`src/rtl/layer_sequencer_if.sv`:
```
// Command push bus from the CSB block and configuration/handshake bus to the engine.
// The sequencer uses the slave view; the CSB/engine side uses the master view.
interface layer_sequencer_if;
   logic        cmd_we;
   logic [2:0]  cmd_op_type;
   logic [3:0]  cmd_stride;
   logic [15:0] cmd_stride2;
   logic [7:0]  cmd_kernel;
   logic [7:0]  cmd_kernel_size;
   logic [15:0] cmd_i_channel;
   logic [15:0] cmd_o_channel;
   logic [7:0]  cmd_i_side;
   logic [7:0]  cmd_o_side;
   logic        engine_ready;
   logic        engine_valid;
   logic [2:0]  op_type;
   logic [3:0]  stride;
   logic [15:0] stride2;
   logic [7:0]  kernel;
   logic [7:0]  kernel_size;
   logic [15:0] i_channel;
   logic [15:0] o_channel;
   logic [7:0]  i_side;
   logic [7:0]  o_side;

   modport master (
      output cmd_we, cmd_op_type, cmd_stride, cmd_stride2, cmd_kernel, cmd_kernel_size,
             cmd_i_channel, cmd_o_channel, cmd_i_side, cmd_o_side, engine_ready,
      input  engine_valid, op_type, stride, stride2, kernel, kernel_size,
             i_channel, o_channel, i_side, o_side
   );

   modport slave (
      input  cmd_we, cmd_op_type, cmd_stride, cmd_stride2, cmd_kernel, cmd_kernel_size,
             cmd_i_channel, cmd_o_channel, cmd_i_side, cmd_o_side, engine_ready,
      output engine_valid, op_type, stride, stride2, kernel, kernel_size,
             i_channel, o_channel, i_side, o_side
   );
endinterface

```
`src/rtl/layer_sequencer.sv`:
```
// Layer descriptor FIFO plus issue FSM: pops one descriptor at a time onto the engine
// configuration bus, holds engine_valid until engine_ready, and tracks layers and errors.
module layer_sequencer #(
   parameter int DEPTH = 4,
   parameter int CW    = 3
) (
   input  logic                clk,
   input  logic                rst,
   layer_sequencer_if.slave    bus,
   input  logic                run_en,
   input  logic                err_clr,
   output logic [CW-1:0]       cmd_count,
   output logic                cmd_full,
   output logic                seq_busy,
   output logic                seq_done,
   output logic [15:0]         layer_cnt,
   output logic                err_overflow,
   output logic                err_op
);
   localparam int AW = $clog2(DEPTH);

   typedef struct packed {
      logic [2:0]  op;
      logic [3:0]  stride;
      logic [15:0] stride2;
      logic [7:0]  kernel;
      logic [7:0]  ksize;
      logic [15:0] ic;
      logic [15:0] oc;
      logic [7:0]  i_side;
      logic [7:0]  o_side;
   } desc_t;

   typedef enum logic [1:0] {IDLE, LOAD, ISSUE, RELEASE} state_t;

   state_t        state, state_nxt;
   desc_t         mem [DEPTH];
   desc_t         din, head;
   logic [AW-1:0] wr_ptr, rd_ptr;
   logic          empty, pop, push_ok, push_drop;
   logic          head_legal, valid_nxt, cnt_inc, op_bad, done_nxt;

   assign din = '{op: bus.cmd_op_type, stride: bus.cmd_stride, stride2: bus.cmd_stride2,
                  kernel: bus.cmd_kernel, ksize: bus.cmd_kernel_size, ic: bus.cmd_i_channel,
                  oc: bus.cmd_o_channel, i_side: bus.cmd_i_side, o_side: bus.cmd_o_side};
   assign head       = mem[rd_ptr];
   assign head_legal = (head.op != 3'd0) && (head.op <= 3'd3);
   assign empty      = (cmd_count == '0);
   assign cmd_full   = (cmd_count == CW'(DEPTH));
   assign seq_busy   = (state != IDLE);
   // A full FIFO still accepts a push in the same cycle the head is popped.
   assign push_ok    = bus.cmd_we && (!cmd_full || pop);
   assign push_drop  = bus.cmd_we && !push_ok;

   always_comb begin
      state_nxt = state;
      pop       = 1'b0;
      valid_nxt = 1'b0;
      cnt_inc   = 1'b0;
      op_bad    = 1'b0;
      done_nxt  = 1'b0;
      case (state)
         IDLE: if (run_en && !empty) state_nxt = LOAD;
         LOAD: begin
            pop = 1'b1;
            if (head_legal) begin
               valid_nxt = 1'b1;
               state_nxt = ISSUE;
            end else begin
               op_bad    = 1'b1;
               state_nxt = RELEASE;
            end
         end
         ISSUE: begin
            if (bus.engine_ready) begin
               cnt_inc   = 1'b1;
               state_nxt = RELEASE;
            end else begin
               valid_nxt = 1'b1;
            end
         end
         RELEASE: begin
            if (run_en && !empty) begin
               state_nxt = LOAD;
            end else begin
               done_nxt  = empty;
               state_nxt = IDLE;
            end
         end
         default: state_nxt = IDLE;
      endcase
   end

   always_ff @(posedge clk) begin
      if (push_ok) mem[wr_ptr] <= din;
   end

   always_ff @(posedge clk) begin
      if (rst) begin
         state            <= IDLE;
         wr_ptr           <= '0;
         rd_ptr           <= '0;
         cmd_count        <= '0;
         bus.engine_valid <= 1'b0;
         seq_done         <= 1'b0;
         layer_cnt        <= '0;
         err_overflow     <= 1'b0;
         err_op           <= 1'b0;
      end else begin
         state            <= state_nxt;
         bus.engine_valid <= valid_nxt;
         seq_done         <= done_nxt;
         if (push_ok) wr_ptr <= wr_ptr + 1'b1;
         if (pop)     rd_ptr <= rd_ptr + 1'b1;
         case ({push_ok, pop})
            2'b10:   cmd_count <= cmd_count + 1'b1;
            2'b01:   cmd_count <= cmd_count - 1'b1;
            default: cmd_count <= cmd_count;
         endcase
         if (cnt_inc) layer_cnt <= layer_cnt + 1'b1;
         // Clear wins over a same-cycle set.
         if (err_clr)        err_overflow <= 1'b0;
         else if (push_drop) err_overflow <= 1'b1;
         if (err_clr)        err_op <= 1'b0;
         else if (op_bad)    err_op <= 1'b1;
      end
   end

   // Config bus only moves on the LOAD edge and otherwise keeps the last layer's values.
   always_ff @(posedge clk) begin
      if (rst) begin
         bus.op_type     <= '0;
         bus.stride      <= '0;
         bus.stride2     <= '0;
         bus.kernel      <= '0;
         bus.kernel_size <= '0;
         bus.i_channel   <= '0;
         bus.o_channel   <= '0;
         bus.i_side      <= '0;
         bus.o_side      <= '0;
      end else if (pop) begin
         bus.op_type     <= head.op;
         bus.stride      <= head.stride;
         bus.stride2     <= head.stride2;
         bus.kernel      <= head.kernel;
         bus.kernel_size <= head.ksize;
         bus.i_channel   <= head.ic;
         bus.o_channel   <= head.oc;
         bus.i_side      <= head.i_side;
         bus.o_side      <= head.o_side;
      end
   end
endmodule

```
`src/flat_wrapper.sv`:
```
// flat-port wrapper written by rule: the top's interface ports become plain ports
module layer_sequencer_flat 
#(
   parameter int DEPTH = 4,
   parameter int CW    = 3
)
  (clk, rst, run_en, err_clr, cmd_count, cmd_full, seq_busy, seq_done, layer_cnt, err_overflow, err_op, bus_cmd_we, bus_cmd_op_type, bus_cmd_stride, bus_cmd_stride2, bus_cmd_kernel, bus_cmd_kernel_size, bus_cmd_i_channel, bus_cmd_o_channel, bus_cmd_i_side, bus_cmd_o_side, bus_engine_ready, bus_engine_valid, bus_op_type, bus_stride, bus_stride2, bus_kernel, bus_kernel_size, bus_i_channel, bus_o_channel, bus_i_side, bus_o_side);
  layer_sequencer_if bus_i ();
  input  logic clk;
  input  logic rst;
  input  logic run_en;
  input  logic err_clr;
  output logic [CW-1:0] cmd_count;
  output logic cmd_full;
  output logic seq_busy;
  output logic seq_done;
  output logic [15:0] layer_cnt;
  output logic err_overflow;
  output logic err_op;
  input wire logic [$bits(bus_i.cmd_we)-1:0] bus_cmd_we;
  input wire logic [$bits(bus_i.cmd_op_type)-1:0] bus_cmd_op_type;
  input wire logic [$bits(bus_i.cmd_stride)-1:0] bus_cmd_stride;
  input wire logic [$bits(bus_i.cmd_stride2)-1:0] bus_cmd_stride2;
  input wire logic [$bits(bus_i.cmd_kernel)-1:0] bus_cmd_kernel;
  input wire logic [$bits(bus_i.cmd_kernel_size)-1:0] bus_cmd_kernel_size;
  input wire logic [$bits(bus_i.cmd_i_channel)-1:0] bus_cmd_i_channel;
  input wire logic [$bits(bus_i.cmd_o_channel)-1:0] bus_cmd_o_channel;
  input wire logic [$bits(bus_i.cmd_i_side)-1:0] bus_cmd_i_side;
  input wire logic [$bits(bus_i.cmd_o_side)-1:0] bus_cmd_o_side;
  input wire logic [$bits(bus_i.engine_ready)-1:0] bus_engine_ready;
  output wire logic [$bits(bus_i.engine_valid)-1:0] bus_engine_valid;
  output wire logic [$bits(bus_i.op_type)-1:0] bus_op_type;
  output wire logic [$bits(bus_i.stride)-1:0] bus_stride;
  output wire logic [$bits(bus_i.stride2)-1:0] bus_stride2;
  output wire logic [$bits(bus_i.kernel)-1:0] bus_kernel;
  output wire logic [$bits(bus_i.kernel_size)-1:0] bus_kernel_size;
  output wire logic [$bits(bus_i.i_channel)-1:0] bus_i_channel;
  output wire logic [$bits(bus_i.o_channel)-1:0] bus_o_channel;
  output wire logic [$bits(bus_i.i_side)-1:0] bus_i_side;
  output wire logic [$bits(bus_i.o_side)-1:0] bus_o_side;
  assign bus_i.cmd_we = bus_cmd_we;
  assign bus_i.cmd_op_type = bus_cmd_op_type;
  assign bus_i.cmd_stride = bus_cmd_stride;
  assign bus_i.cmd_stride2 = bus_cmd_stride2;
  assign bus_i.cmd_kernel = bus_cmd_kernel;
  assign bus_i.cmd_kernel_size = bus_cmd_kernel_size;
  assign bus_i.cmd_i_channel = bus_cmd_i_channel;
  assign bus_i.cmd_o_channel = bus_cmd_o_channel;
  assign bus_i.cmd_i_side = bus_cmd_i_side;
  assign bus_i.cmd_o_side = bus_cmd_o_side;
  assign bus_i.engine_ready = bus_engine_ready;
  assign bus_engine_valid = bus_i.engine_valid;
  assign bus_op_type = bus_i.op_type;
  assign bus_stride = bus_i.stride;
  assign bus_stride2 = bus_i.stride2;
  assign bus_kernel = bus_i.kernel;
  assign bus_kernel_size = bus_i.kernel_size;
  assign bus_i_channel = bus_i.i_channel;
  assign bus_o_channel = bus_i.o_channel;
  assign bus_i_side = bus_i.i_side;
  assign bus_o_side = bus_i.o_side;
  layer_sequencer #(.DEPTH(DEPTH), .CW(CW)) u_core (.clk(clk), .rst(rst), .bus(bus_i), .run_en(run_en), .err_clr(err_clr), .cmd_count(cmd_count), .cmd_full(cmd_full), .seq_busy(seq_busy), .seq_done(seq_done), .layer_cnt(layer_cnt), .err_overflow(err_overflow), .err_op(err_op));
endmodule
```
`config.mk`:
```
export PLATFORM = sky130hd
export DESIGN_NAME = layer_sequencer_flat
export DESIGN_NICKNAME = d
export VERILOG_FILES = /design/src/rtl/layer_sequencer_if.sv /design/src/rtl/layer_sequencer.sv /design/src/flat_wrapper.sv
export SDC_FILE = /design/constraint.sdc
export NUM_CORES = 1
export LEC_CHECK = 0
export ABC_AREA = 1
export CAP_MARGIN = 20
export CORE_ASPECT_RATIO = 1.75
export CORE_UTILIZATION = 56
export CTS_CLUSTER_DIAMETER = 40
export DETAILED_ROUTE_END_ITERATION = 10
export GPL_TIMING_DRIVEN = 0
export MAX_ROUTING_LAYER = met4
export PLACE_DENSITY = 0.84
export RECOVER_POWER = 50
export SETUP_SLACK_MARGIN = 0.15
export SLEW_MARGIN = 25
export SYNTH_ARGS = -nofsm -noshare
export SYNTH_HDL_FRONTEND = slang
export SYNTH_SLANG_ARGS = --single-unit
```
`constraint.sdc`:
```
create_clock -name clk -period 6.22 [get_ports clk]
set_input_delay 0.933 -clock clk [delete_from_list [all_inputs] [get_ports clk]]
set_output_delay 0.933 -clock clk [all_outputs]
set_load 0.01 [all_outputs]
```
==> metrics.txt <==
status=finished clean; synth top area cells=edfxtp_1 59%, dfxtp_1 13%, nor2_1 7.8%; post-DP HPWL=~30,000 µm; final cell count without fillers=about 2,200; CTS Hold Bufs=0; startpoint types=flip-flop; Max-cap violations=0; Internal=6.53 mW; first-pass GRT wire length=approximately 68,000 µm; share of layout cells above drive strength 1=7.26%; average wire per standard cell=~20 µm; nets@finish=between 1,500 and 2,000; NetSw=slightly below 3 mW; Pwr Total=about 9.5 mW; CP arrival=3.99 ns; period utilisation layout=between 60% and 70%; pins over their slew limit=0; worst path required time=approximately 6.5 ns; PortBufs=203; die footprint=about 32,000 µm²; gp weighted congestion=roughly 0.85; Pwr Density=around 420 nW/µm²; total grt overflow=0; most used cell, CP=buf_16; post-synthesis sequential area ratio=approximately 72%; Max FO, Critical Path=17; RSZ-0062 raised after global routing=false; core area=just over 30,000 µm²; Flop pwr share=between 40% and 50%; number of global-route vias before repair=about 13,000; post_cts resized=0; P&R area growth vs syn=25.8%; Critical Path Max Stage Delay=about 0.54 ns; Synth Area per Inst=about 12 µm²; placed instance count=between 2,000 and 2,500; Die Y=between 200 and 250 µm; largest net degree at the start of global routing=22; First-pass DRT Iterations=5; Final Skew=roughly 0.015 ns; FP Rows=85; Sw Share=a little under a third; Post-Syn Nets=between 1,500 and 2,000; Residual DRC=0; Via density=between 5 and 6; routed via count=12,900; final wirelength=approximately 45,000 µm; CTS tree=built; Placed Area=a little over 20,000 µm²; All-Layer GR Usage=29.0%; Clock transition at path regs=~0.06 ns; Fill cells=a little over 2,000; commonest non-fill, non-tap cell in the layout=nor2_1; Slew @ Worst Pin=0.896 ns; DRT iter0 DRCs=947; crit path cell chain=inv_1 > ha_1 > clkbuf_1 > inv_1 > clkbuf_1 > nand3_1 > nand2_1 > nor2_4 > buf_16 > buf_16 > buf_16; Synth Cell Area=17,700 µm²; Crit-path slowest cell=nor2_4; area share of the largest cell type after synthesis=59.0%; area leader, netlist=edfxtp_1; WHS=between 0.4 and 0.5 ns; Main synth FF type=edfxtp_1; worst r2r src=u_core.state[1]; worst vdd ir=around 0.30 mV; final setup fails=0; Worst setup EP type=flip-flop; leakage=8.36 nW; H-tree levels=2; fmax=267 MHz; HP Start=u_core.err_overflow; Post-synth EDFFs=around 350; clock share of power=29.4%; Die Width=approximately 140 µm; multi-input logic area=3980 µm²; Clk Latency, worst-skew pair=around 0.55 ns; clk buf depth=3; distinct cell type count after synthesis=30; Seq cells post-synth=466; Reg area=12,800 µm²; Antenna Violating Nets Remaining=0; fin util=between 70% and 80%; Hold Vio Cnt, Final=0; crit path launch=u_core.state[1]; Worst Hold Class=reg -> reg; cell family with most CP delay=buffers and inverters; Max transition margin=around two fifths; # IOs=~210; ys async rst share=0%; Num CTS Buffers=42; clock sinks=around 470; Starting Density=approximately 57%; fin crit period=between 3 and 4 ns; Root Buffer=clkbuf_16; combinational power share=between 20 and 30%; Yosys warnings=0; WP buf/inv=7; design area=roughly 22,000 µm²; antenna violations before repair=12; CP Class=reg -> reg; commonest non-fill, non-tap cells in the layout=366 x nor2_1, 348 x edfxtp_1, 188 x o21ai_0; Gate Count Post-Synth=1,531; post-CTS setup buffers=0
==> worst paths after layout <==
| kind | endpoint | slack (ns) | cells after the start |
|---|---|---|---|
| setup / recovery | u_core.mem[0][39] | 2.48 | 11 |
| hold / removal | u_core.err_overflow | 0.46 | 2 |
| setup reg to reg | u_core.mem[0][39] | 2.48 | 11 |
| hold reg to reg | u_core.err_overflow | 0.46 | 2 |
==> cell usage after synthesis, drive strengths merged (3+ instances only) <==
master,instances
o21ai,270
nand2,61
ha,10
nor3,3
nand4,3
buf,48
dfxtp,118
o22ai,84
clkbuf,42
nor2,370
inv,124
a21oi,23
nand3,16
edfxtp,348
xnor2,3
==> stage by stage <==
| step | setup TNS, ns | setup WS [ns] |
|---|---|---|
| after global routing | 0 | 2.38 |
| after global placement | -837.02 | -2.53 |
| final | 0 | 2.48 |
| after detailed placement | 0 | 3.01 |
| after CTS | 0 | 3.15 |
| after floorplan | 0 | 0.936 |
==> final cells by class <==
cell class | instances | area share, %
Inverter | 124 | 2.09
Buffer | 90 | 2.06
Clock buffer | 60 | 5.58
Multi-Input combinational cell | 851 | 17.9
Sequential cell | 466 | 57.5
Clock inverter | 18 | 1.20
Tap cell | 391 | 2.20
Antenna cell | 13 | 0.146
Timing Repair Buffer | 222 | 11.4
==> cells by family (layout without fill, tap and decap cells) <==
| group | after synthesis | count (layout) | synth area share (%) |
|---|---|---|---|
| DFF | 466 | 466 | 72.3 |
| and+or+nand+nor | 456 | 456 | 9.93 |
| AOI/OAI and AO/OA | 380 | 380 | 11.4 |
| buffers and inverters | 214 | 514 | 5.29 |
| adders and majority gates | 11 | 11 | 0.820 |
| xor gates and xnor gates | 4 | 4 | 0.198 |
| other | 0 | 13 | 0 |
==> metal layers <==
metal | part of all wire, % | track usage, %
met1 | 35 | 30.5
met2 | 53 | 51.2
met3 | 6.6 | 4.29
met4 | 5.4 | 16.3
met5 | 0 | -
==> power groups by stage <==
stage / Clock [mW] / Sequential (mW) / Combinational (mW)
2_1_floorplan: 0 / 4.19 / 1.33
3_3_place_gp: 0 / 4.15 / 2.42
3_5_place_dp: 0 / 4.10 / 2.65
4_1_cts: 2.80 / 4.04 / 2.68
5_1_grt: 2.92 / 4.08 / 2.86
6_report: 2.78 / 4.05 / 2.63
==> registers in the layout, summed over array words and instances (netlist names), 2 cells and up, named ones only <==
name / flops
u_core.bus.op_type: 3
u_core.bus.o_side: 8
u_core.bus.kernel: 8
u_core.bus.stride: 4
u_core.rd_ptr: 2
u_core.wr_ptr: 2
u_core.state: 2
u_core.layer_cnt: 16
u_core.bus.kernel_size: 8
u_core.bus.i_side: 8
u_core.bus.i_channel: 16
u_core.mem: 348
u_core.bus.o_channel: 16
u_core.cmd_count: 3
u_core.bus.stride2: 16
==> tightest hold or removal path, cell delays in order (launching register included) <==
cell,delay (ns)
dfxtp_1,0.32
inv_1,0.05
a21oi_1,0.05
No activity file was read; power rests on OpenSTA's default activity.
